File: config.mk
export PLATFORM = sky130hd
export DESIGN_NAME = dds_sweep_ctrl
export DESIGN_NICKNAME = d
export VERILOG_FILES = /design/src/rtl/dds_pkg.sv /design/src/rtl/dds_phase_acc.sv /design/src/rtl/dds_sweep_ctrl.sv
export SDC_FILE = /design/constraint.sdc
export NUM_CORES = 1
export LEC_CHECK = 0
export CORE_ASPECT_RATIO = 0.9
export CORE_MARGIN = 10
export CORE_UTILIZATION = 57
export DETAILED_ROUTE_END_ITERATION = 10
export GPL_ROUTABILITY_DRIVEN = 0
export PLACE_DENSITY = 0.81
export SKIP_CTS_REPAIR_TIMING = 1
export SLEW_MARGIN = 20
export SYNTH_ARGS = -nofsm -noshare
export SYNTH_HDL_FRONTEND = slang
export SYNTH_SLANG_ARGS = --single-unit
File: constraint.sdc
create_clock -name clk -period 3.95 [get_ports clk]
set_input_delay 0.79 -clock clk [delete_from_list [all_inputs] [get_ports clk]]
set_output_delay 0.79 -clock clk [all_outputs]
set_load 0.05 [all_outputs]
File: src/rtl/dds_pkg.sv
// dds_pkg: shared types and constants for the DDS sweep controller.
//   state_t    : controller state (IDLE, RUN)
//   mode_t     : sweep mode codes as carried on cfg_mode
//   MODE_RSVD  : reserved mode code, behaves as a single sweep
//   is_single_mode() : true for codes that end after one leg
package dds_pkg;

    typedef enum logic {
        IDLE = 1'b0,
        RUN  = 1'b1
    } state_t;

    typedef enum logic [1:0] {
        MODE_SINGLE = 2'd0,
        MODE_SAW    = 2'd1,
        MODE_TRI    = 2'd2
    } mode_t;

    localparam logic [1:0] MODE_RSVD = 2'd3;

    function automatic logic is_single_mode(input logic [1:0] m);
        return (m == MODE_SINGLE) || (m == MODE_RSVD);
    endfunction

endpackage

File: src/rtl/dds_phase_acc.sv
// dds_phase_acc: registered phase accumulator with synchronous load and
// enable. Reusable by any NCO-style block.
//   clk, reset : clock, synchronous active-high reset (phase -> 0)
//   load       : phase <= load_val (wins over en)
//   load_val   : value to load
//   en         : phase <= phase + inc, modulo 2^PHASE_DW
//   inc        : phase increment
//   phase      : registered accumulator value
module dds_phase_acc #(
    parameter int PHASE_DW = 16
) (
    input  logic                clk,
    input  logic                reset,
    input  logic                load,
    input  logic [PHASE_DW-1:0] load_val,
    input  logic                en,
    input  logic [PHASE_DW-1:0] inc,
    output logic [PHASE_DW-1:0] phase
);

    always_ff @(posedge clk) begin
        if (reset) begin
            phase <= '0;
        end else if (load) begin
            phase <= load_val;
        end else if (en) begin
            phase <= phase + inc;
        end
    end

endmodule

File: src/rtl/dds_sweep_ctrl.sv
// dds_sweep_ctrl: linear frequency sweep (chirp) sequencer feeding the DDS
// phase input. One phase word per clock while running; single, sawtooth or
// triangle sweeps.
//   clk, reset           : clock, synchronous active-high reset
//   cfg_*                : sweep configuration, accepted on cfg_valid & cfg_ready
//   stop                 : abort the running sweep
//   m_axis_phase_tdata   : phase word for the DDS
//   m_axis_phase_tvalid  : phase word valid (one per cycle in RUN)
//   freq_out             : increment belonging to the current sample
//   busy                 : sweep in progress
//   done                 : pulse on the last sample of a single sweep
//
// Config handshake: a transfer happens on a rising clk edge where cfg_valid
// and cfg_ready are both high; cfg_ready is high only in IDLE, so cfg_valid
// held during RUN simply waits until the first IDLE cycle. The phase output
// has no backpressure: tvalid is high on every RUN cycle.
//
// Every output is a flop. The registers always describe the sample being
// presented, and the next-sample logic looks one sample ahead; done is
// therefore decided when the final sample is loaded, so a stop seen while
// that sample is being loaded cancels both the sample and the done pulse.
module dds_sweep_ctrl
    import dds_pkg::*;
#(
    parameter int PHASE_DW = 16,
    parameter int FREQ_DW  = 16,
    parameter int CNT_DW   = 16
) (
    input  logic                clk,
    input  logic                reset,
    input  logic                cfg_valid,
    output logic                cfg_ready,
    input  logic [PHASE_DW-1:0] cfg_phase_init,
    input  logic [FREQ_DW-1:0]  cfg_f_start,
    input  logic [FREQ_DW-1:0]  cfg_f_step,
    input  logic [CNT_DW-1:0]   cfg_steps,
    input  logic [CNT_DW-1:0]   cfg_dwell,
    input  logic [1:0]          cfg_mode,
    input  logic                stop,
    output logic [PHASE_DW-1:0] m_axis_phase_tdata,
    output logic                m_axis_phase_tvalid,
    output logic [FREQ_DW-1:0]  freq_out,
    output logic                busy,
    output logic                done
);

    state_t              state_q, state_d;
    logic [1:0]          mode_q, mode_d;
    logic [FREQ_DW-1:0]  f_start_q, f_start_d;
    logic [FREQ_DW-1:0]  f_step_q, f_step_d;
    logic [CNT_DW-1:0]   steps_q, steps_d;
    logic [CNT_DW-1:0]   dwell_q, dwell_d;
    logic [FREQ_DW-1:0]  freq_q, freq_d;
    logic [CNT_DW-1:0]   step_idx_q, step_idx_d;
    logic [CNT_DW-1:0]   dwell_cnt_q, dwell_cnt_d;
    logic                dir_q, dir_d;          // 0 = up, 1 = down
    logic                tvalid_q, busy_q, cfg_ready_q, done_q;
    logic                done_d;
    logic                acc_load, acc_en;

    dds_phase_acc #(
        .PHASE_DW (PHASE_DW)
    ) u_phase_acc (
        .clk      (clk),
        .reset    (reset),
        .load     (acc_load),
        .load_val (cfg_phase_init),
        .en       (acc_en),
        .inc      (PHASE_DW'(freq_q)),
        .phase    (m_axis_phase_tdata)
    );

    always_comb begin
        state_d     = state_q;
        mode_d      = mode_q;
        f_start_d   = f_start_q;
        f_step_d    = f_step_q;
        steps_d     = steps_q;
        dwell_d     = dwell_q;
        freq_d      = freq_q;
        step_idx_d  = step_idx_q;
        dwell_cnt_d = dwell_cnt_q;
        dir_d       = dir_q;
        acc_load    = 1'b0;
        acc_en      = 1'b0;
        done_d      = 1'b0;

        case (state_q)
            IDLE: begin
                if (cfg_valid && cfg_ready_q) begin
                    mode_d      = cfg_mode;
                    f_start_d   = cfg_f_start;
                    f_step_d    = cfg_f_step;
                    steps_d     = cfg_steps;
                    dwell_d     = cfg_dwell;
                    freq_d      = cfg_f_start;
                    step_idx_d  = '0;
                    dwell_cnt_d = '0;
                    dir_d       = 1'b0;
                    acc_load    = 1'b1;
                    state_d     = RUN;
                end
            end
            RUN: begin
                acc_en = 1'b1;
                if (stop) begin
                    state_d = IDLE;
                end else if (dwell_cnt_q < dwell_q) begin
                    dwell_cnt_d = dwell_cnt_q + CNT_DW'(1);
                end else begin
                    dwell_cnt_d = '0;
                    if (step_idx_q < steps_q) begin
                        step_idx_d = step_idx_q + CNT_DW'(1);
                        freq_d     = dir_q ? (freq_q - f_step_q) : (freq_q + f_step_q);
                    end else if (is_single_mode(mode_q)) begin
                        state_d = IDLE;
                    end else if (mode_q == MODE_SAW) begin
                        freq_d     = f_start_q;
                        step_idx_d = '0;
                    end else if (steps_q != '0) begin
                        // Triangle turn-around: the end point is not repeated,
                        // the first sample of the new leg is already one step in.
                        dir_d      = ~dir_q;
                        freq_d     = dir_q ? (freq_q + f_step_q) : (freq_q - f_step_q);
                        step_idx_d = CNT_DW'(1);
                    end
                end
            end
            default: state_d = IDLE;
        endcase

        // The upcoming sample is the final one of a single sweep.
        done_d = (state_d == RUN) && is_single_mode(mode_d) &&
                 (step_idx_d == steps_d) && (dwell_cnt_d == dwell_d);
    end

    always_ff @(posedge clk) begin
        if (reset) begin
            state_q     <= IDLE;
            mode_q      <= '0;
            f_start_q   <= '0;
            f_step_q    <= '0;
            steps_q     <= '0;
            dwell_q     <= '0;
            freq_q      <= '0;
            step_idx_q  <= '0;
            dwell_cnt_q <= '0;
            dir_q       <= 1'b0;
            tvalid_q    <= 1'b0;
            busy_q      <= 1'b0;
            cfg_ready_q <= 1'b1;
            done_q      <= 1'b0;
        end else begin
            state_q     <= state_d;
            mode_q      <= mode_d;
            f_start_q   <= f_start_d;
            f_step_q    <= f_step_d;
            steps_q     <= steps_d;
            dwell_q     <= dwell_d;
            freq_q      <= freq_d;
            step_idx_q  <= step_idx_d;
            dwell_cnt_q <= dwell_cnt_d;
            dir_q       <= dir_d;
            tvalid_q    <= (state_d == RUN);
            busy_q      <= (state_d == RUN);
            cfg_ready_q <= (state_d == IDLE);
            done_q      <= done_d;
        end
    end

    assign m_axis_phase_tvalid = tvalid_q;
    assign busy                = busy_q;
    assign cfg_ready           = cfg_ready_q;
    assign done                = done_q;
    assign freq_out            = freq_q;

endmodule

### Word level (Yosys, flattened, before mapping)

Cells that the tools add are included.

| storage, ports and cells | value |
|---|---|
| bits in registers | 134 |
| word-level logic and storage cells | 96 |

| operators by class | value |
|---|---|
| add/subtract/negate cells | 5 |
| order comparisons | 2 |
| equality and inequality tests | 14 |
| muxes and demuxes | 46 |
| bitwise logic cells | 3 |
| reductions and logical operators | 13 |

Operators with widths:

| operator | number |
|---|---|
| 16-bit 2-to-1 mux | 25 |
| 16-bit one-hot mux with 2 select lines | 3 |
| 16-bit by 1-bit adder with 16-bit output, second input constant | 2 |
| 16-bit adder | 2 |
| 16-bit == test | 2 |
| 16-bit < comparator | 2 |
| 16-bit nonzero test | 1 |
| 16-bit subtractor | 1 |
| 1-bit 2-to-1 mux | 14 |
| 2-bit != test, second input constant | 6 |
| 7-bit AND reduction | 1 |
| 5-bit AND reduction | 1 |
| 2-bit == test, second input constant | 2 |
| 1-bit logical AND | 4 |
| 2-bit zero test | 2 |
| 2-bit 2-to-1 mux | 2 |
| 4-bit by 1-bit != test with 1-bit output, second input constant | 1 |
| 1-bit one-hot mux with 2 select lines | 2 |
| 3-bit != test, second input constant | 1 |
| 1-bit inverter | 3 |
| 2-bit by 1-bit == test with 1-bit output, second input constant | 1 |
| 1-bit logical OR | 2 |
| 2-bit by 1-bit != test with 1-bit output, second input constant | 1 |
| 2-bit AND reduction | 1 |
| 2-bit nonzero test | 1 |

### Longest topological paths before layout

| depth | value |
|---|---|
| depth after elaboration | 11 |
| gate-level depth with buffers | 14 |
| depth with buffers taken out | 13 |

### Hierarchy

From an unflattened synthesis, not the netlist that was laid out.

| unflattened totals | value |
|---|---|
| cell total of the unflattened synthesis | 1347 |
| area total of the unflattened synthesis | 10033.4 sq um |

Modules (own cells, without submodules):

| module | instances | cells each | area each (sq um) | sequential area each (sq um) |
|---|---|---|---|---|
| dds_sweep_ctrl | 1 | 1158 | 8554.5 | 2362.3 |
| dds_phase_acc | 1 | 189 | 1478.9 | 320.3 |

### Worst setup path after synthesis

OpenSTA, ideal clock, no wires.

| timing | value |
|---|---|
| kind | flip-flop to flip-flop |
| start | register freq_q[2], in the netlist freq_out[2] |
| end | register freq_q[15], in the netlist freq_out[15] |
| arrival | 3.048 ns |
| setup slack | 0.774 ns |
| cell stages (with the launch flop) | 13 |
| buffers on the path | 1 |
| period minus slack after synthesis | 3.176 ns |
| path through | dfxtp_1 ha_1 clkbuf_1 o21a_1 o31a_1 o41ai_1 o211ai_1 a41o_1 a31oi_1 xor2_1 mux2i_1 o221a_1 nor2_1 |

| on the way | value |
|---|---|
| longest elaborated chain between the ends | 9 |
| elaborated cells on any way between the ends | 11 |
| classes of those cells | add/sub (2); mux (9) |

RTL lines:

| element | line | source |
|---|---|---|
| start: declaration | dds_sweep_ctrl.sv:53 | `logic [FREQ_DW-1:0] freq_q, freq_d;` |
| start signal: assignment | dds_sweep_ctrl.sv:160 | `freq_q <= freq_d;` |
| 16-bit subtractor / 16-bit adder (equally long branches) | dds_sweep_ctrl.sv:114, dds_sweep_ctrl.sv:124 |  |
| 16-bit 2-to-1 mux | dds_sweep_ctrl.sv:124 | `freq_d = dir_q ? (freq_q + f_step_q) : (freq_q - f_step_q);` |
| 16-bit 2-to-1 mux | dds_sweep_ctrl.sv:120 | `end else if (steps_q != '0) begin` |
| 16-bit 2-to-1 mux | dds_sweep_ctrl.sv:117 | `end else if (mode_q == MODE_SAW) begin` |
| 16-bit 2-to-1 mux | dds_sweep_ctrl.sv:115 | `end else if (is_single_mode(mode_q)) begin` |
| 16-bit 2-to-1 mux * | dds_sweep_ctrl.sv:112 | `if (step_idx_q < steps_q) begin` |
| 16-bit 2-to-1 mux * | dds_sweep_ctrl.sv:108 | `end else if (dwell_cnt_q < dwell_q) begin` |
| 16-bit 2-to-1 mux * | dds_sweep_ctrl.sv:106 | `if (stop) begin` |
| 16-bit one-hot mux with 2 select lines * | dds_sweep_ctrl.sv:88 | `case (state_q)` |

Every way passes the cells marked *; elsewhere a longest branch is shown, timed or not. The select of a mux whose other input is x is not followed.
A chain may end at the register's enable or synchronous reset.

### Worst setup path after layout

| timing | value |
|---|---|
| start | register steps_q[2] |
| end | register done_q, in the netlist done |

| on the way | value |
|---|---|
| longest elaborated chain between the ends | 11 |
| elaborated cells on any way between the ends | 19 |
| classes of those cells | order compare (1); eq/ne (1); mux (13); reduce/logical (4) |

RTL lines:

| element | line | source |
|---|---|---|
| start: declaration | dds_sweep_ctrl.sv:51 | `logic [CNT_DW-1:0] steps_q, steps_d;` |
| start signal: assignment | dds_sweep_ctrl.sv:158 | `steps_q <= steps_d;` |
| parallel branches: the longest is 9 deep, another holds 16-bit < comparator | n/a |  |
| 1-bit logical AND * | dds_sweep_ctrl.sv:133 | `done_d = (state_d == RUN) && is_single_mode(mode_d) &&` |
| 1-bit logical AND * | dds_sweep_ctrl.sv:134 | `(step_idx_d == steps_d) && (dwell_cnt_d == dwell_d);` |
| end signal: assignment | dds_sweep_ctrl.sv:167 | `done_q <= done_d;` |
| end: declaration | dds_sweep_ctrl.sv:57 | `logic tvalid_q, busy_q, cfg_ready_q, done_q;` |

Every way passes the cells marked *.

==> out/metrics.cfg <==
[yosys]
avgSynthCellArea_um2 = 7.637
syn_inst = 1318
synth_ff_type = dfxtp_1
synth-edff-count = 0
synth_cell_type_count = 84
ys_warn_count = 0
yosysSeqAreaShare_pct = 26.65
synth.cell_area_um2 = 10070
synth_fp_nets = 1485
ys_seq_elements = 134
ys_async_sr_fraction_pct = 0

[die]
fp.dieH_um = 146.1
coreArea_um2 = 17500
die_area_um2 = 23380
die_x_um = 160.1
io_pins = 122
rows = 46
initial_core_util_pct = 57.53

[finish]
stdcell_count = 1685
multiInputGateArea_um2 = 6782
layout_commonest_cell = nand2_1
drive_gt1_share_pct = 7.543
regArea_um2 = 2684
layout_common_cells = nand2_1, nor2_1, dfxtp_1
areaGrowthSynthToFinish_pct = 21.38
fin_area_um2 = 12220
diodes = 0
final_nets = 1599
fill_cells = 1466

[min_path]
whs_path_depth = 2
hold_start = f_start_q[11]$_SDFFE_PP0P_
min_path_type = reg2reg

[worst_setup_path]
worstPathRequired_ps = 4310
critPathArrivalTime_ps = 4040
rrSetupSlack_ps = 260
critPathLaunch = steps_q[2]$_SDFF_PP0_
rr_startpoint = steps_q[2]$_SDFF_PP0_
start_kind = flop
rr_worst_depth = 13
crit_fanout = 10
worstSetupEndpointType = flop
worstSetupPathType = reg2reg

[drt]
vias = 10490
drt_pre_antenna_iters = 6
antenna_left = 0
wl_um = 31960
first_iter_violations = 1205
drc_errors = 0
route.detailed.wl_per_inst_um = 18.97
viasPerCell = 6.227

[cts]
clk_latency_ps = 440
cts_htree_levels = 4
cts.sinks = 134
cts_inserted_buffers = 17
cts_tree = done
clock_path_buffers = 2
clk_pin_slew_ps = 70
cts-root-buf = clkbuf_16

[timing]
slew_headroom_pct = 43.49
finalCritPeriodShare_pct = 93.37
timing.final.ws_setup_ps = 262.0
maxSlewViolCount = 0
fin_crit_ps = 3688
max_clock_freq_mhz = 271.2
rsz0062_at_grt = false
worst_slew_pin_slew_ps = 847.7
final_hold_viol_count = 0
setup_viol = 0
fin_tns_setup_ps = 0
finClkSkew_ps = 7.551

[global_routing]
antenna_found_initial = 0
grt_pass1_vias = 9877
grt_overflow = 0
use_met1_pct = 36.23
grt.total_usage_pct = 26.40
busiest_layer = met2
use_met3_pct = 5.312
grtUsageMet2_pct = 40.10
grt_pass1_wl_um = 51500
grt_max_degree = 76

[job]
maxCapViolations = 0

[placed_design]
post-dp-hpwl_um = 23550
numPortBuffers = 121
place_ws_ps = 129.8
dpl.cell_count = 1653
dpl_cell_area_um2 = 11650

[power]
seqPwrFrac_pct = 32.8
p_total_uw = 4727
vdd_drop_max_v = 0.0003296
switchingPower_uw = 1760
p_leak_uw = 0.004945
p_clk_share_pct = 33.4
p_int_uw = 2967
p_sw_share_pct = 37.23
combPwrFrac_pct = 33.8
power.density_nw_per_um2 = 386.9

[outcome]
status = complete, no violations

## path summary, 6_finish.rpt
kind	end
max	done$_SDFF_PP0_
max reg2reg	done$_SDFF_PP0_
min	f_start_q[11]$_SDFFE_PP0P_
min reg2reg	f_start_q[11]$_SDFFE_PP0P_
## state kept, by name, indices dropped and copies added, names as in the netlist
register / cells
f_start_q: 16
done: 1
freq_out: 16
mode_q: 2
cfg_ready: 1
f_step_q: 16
busy: 1
dwell_cnt_q: 16
steps_q: 16
dwell_q: 16
dir_q: 1
step_idx_q: 16
u_phase_acc.phase: 16
## power groups by stage
stage               Sequential, uW  Clock [uW]  Combinational [uW]
global route                  1560        1630                1740
finish                        1550        1580                1600
detailed placement            1570           0                1550
CTS                           1540        1580                1570
floorplan                     1670           0                 961
global placement              1570           0                1520
## cell usage after synthesis, drive strengths merged, types with 37 or more instances
cell type  number  share of area (%)
a21oi         120                6.0
nand2         144                5.4
dfxtp         134                 27
inv            73                2.7
nor3           39                1.9
a211oi         37                2.9
xnor2          37                3.2
clkbuf         57                2.1
o21ai          57                2.9
mux2i          42                4.2
ha             78                9.7
nor2          138                5.1
## per-layer routing
layer / vias to the layer above / part of all wire (%)
li1: 4976 / -
met1: 4836 / 43
met2: 611 / 43
met3: 70 / 11
met4: 0 / 2.7
met5: - / 0
## layout make-up
| class | count | share of cell area (%) |
|---|---|---|
| clock buffers | 17 | 3.482 |
| clock inverters | 15 | 1.198 |
| inverters | 73 | 2.243 |
| multi-input cells | 1032 | 55.50 |
| flip-flops and latches | 134 | 21.97 |
| well taps | 240 | 2.458 |
| repair buffers | 174 | 13.15 |
## critical path, cell delays in order, from the launching register on
cell	delay, ps
dfxtp_1	370
inv_1	60
ha_1	300
a211oi_1	200
o21ai_1	100
a211oi_1	410
o211a_1	440
o211ai_2	290
buf_4	240
nor3b_1	180
a21oi_1	90
xor2_1	160
or4_1	550
nor4_2	220
## through the flow
stage                     utilization [%]  hold WS (ps)
final                               69.83         459.6
after global placement              66.56         442.7
after detailed placement            66.56         451.0
after floorplan                         -         436.0
after global routing                69.83         471.9
after CTS                           69.83         459.2
## logic make-up after synthesis
kind of cell / after synthesis / synth area share, %
xor+xnor: 67 / 5.830
flops: 134 / 26.65
mux: 43 / 4.288
fa+ha+maj: 81 / 10.29
simple gates: 483 / 23.23
compound gates: 358 / 23.54
buf+inv: 152 / 6.165
Power figures use the tool's default switching activity.
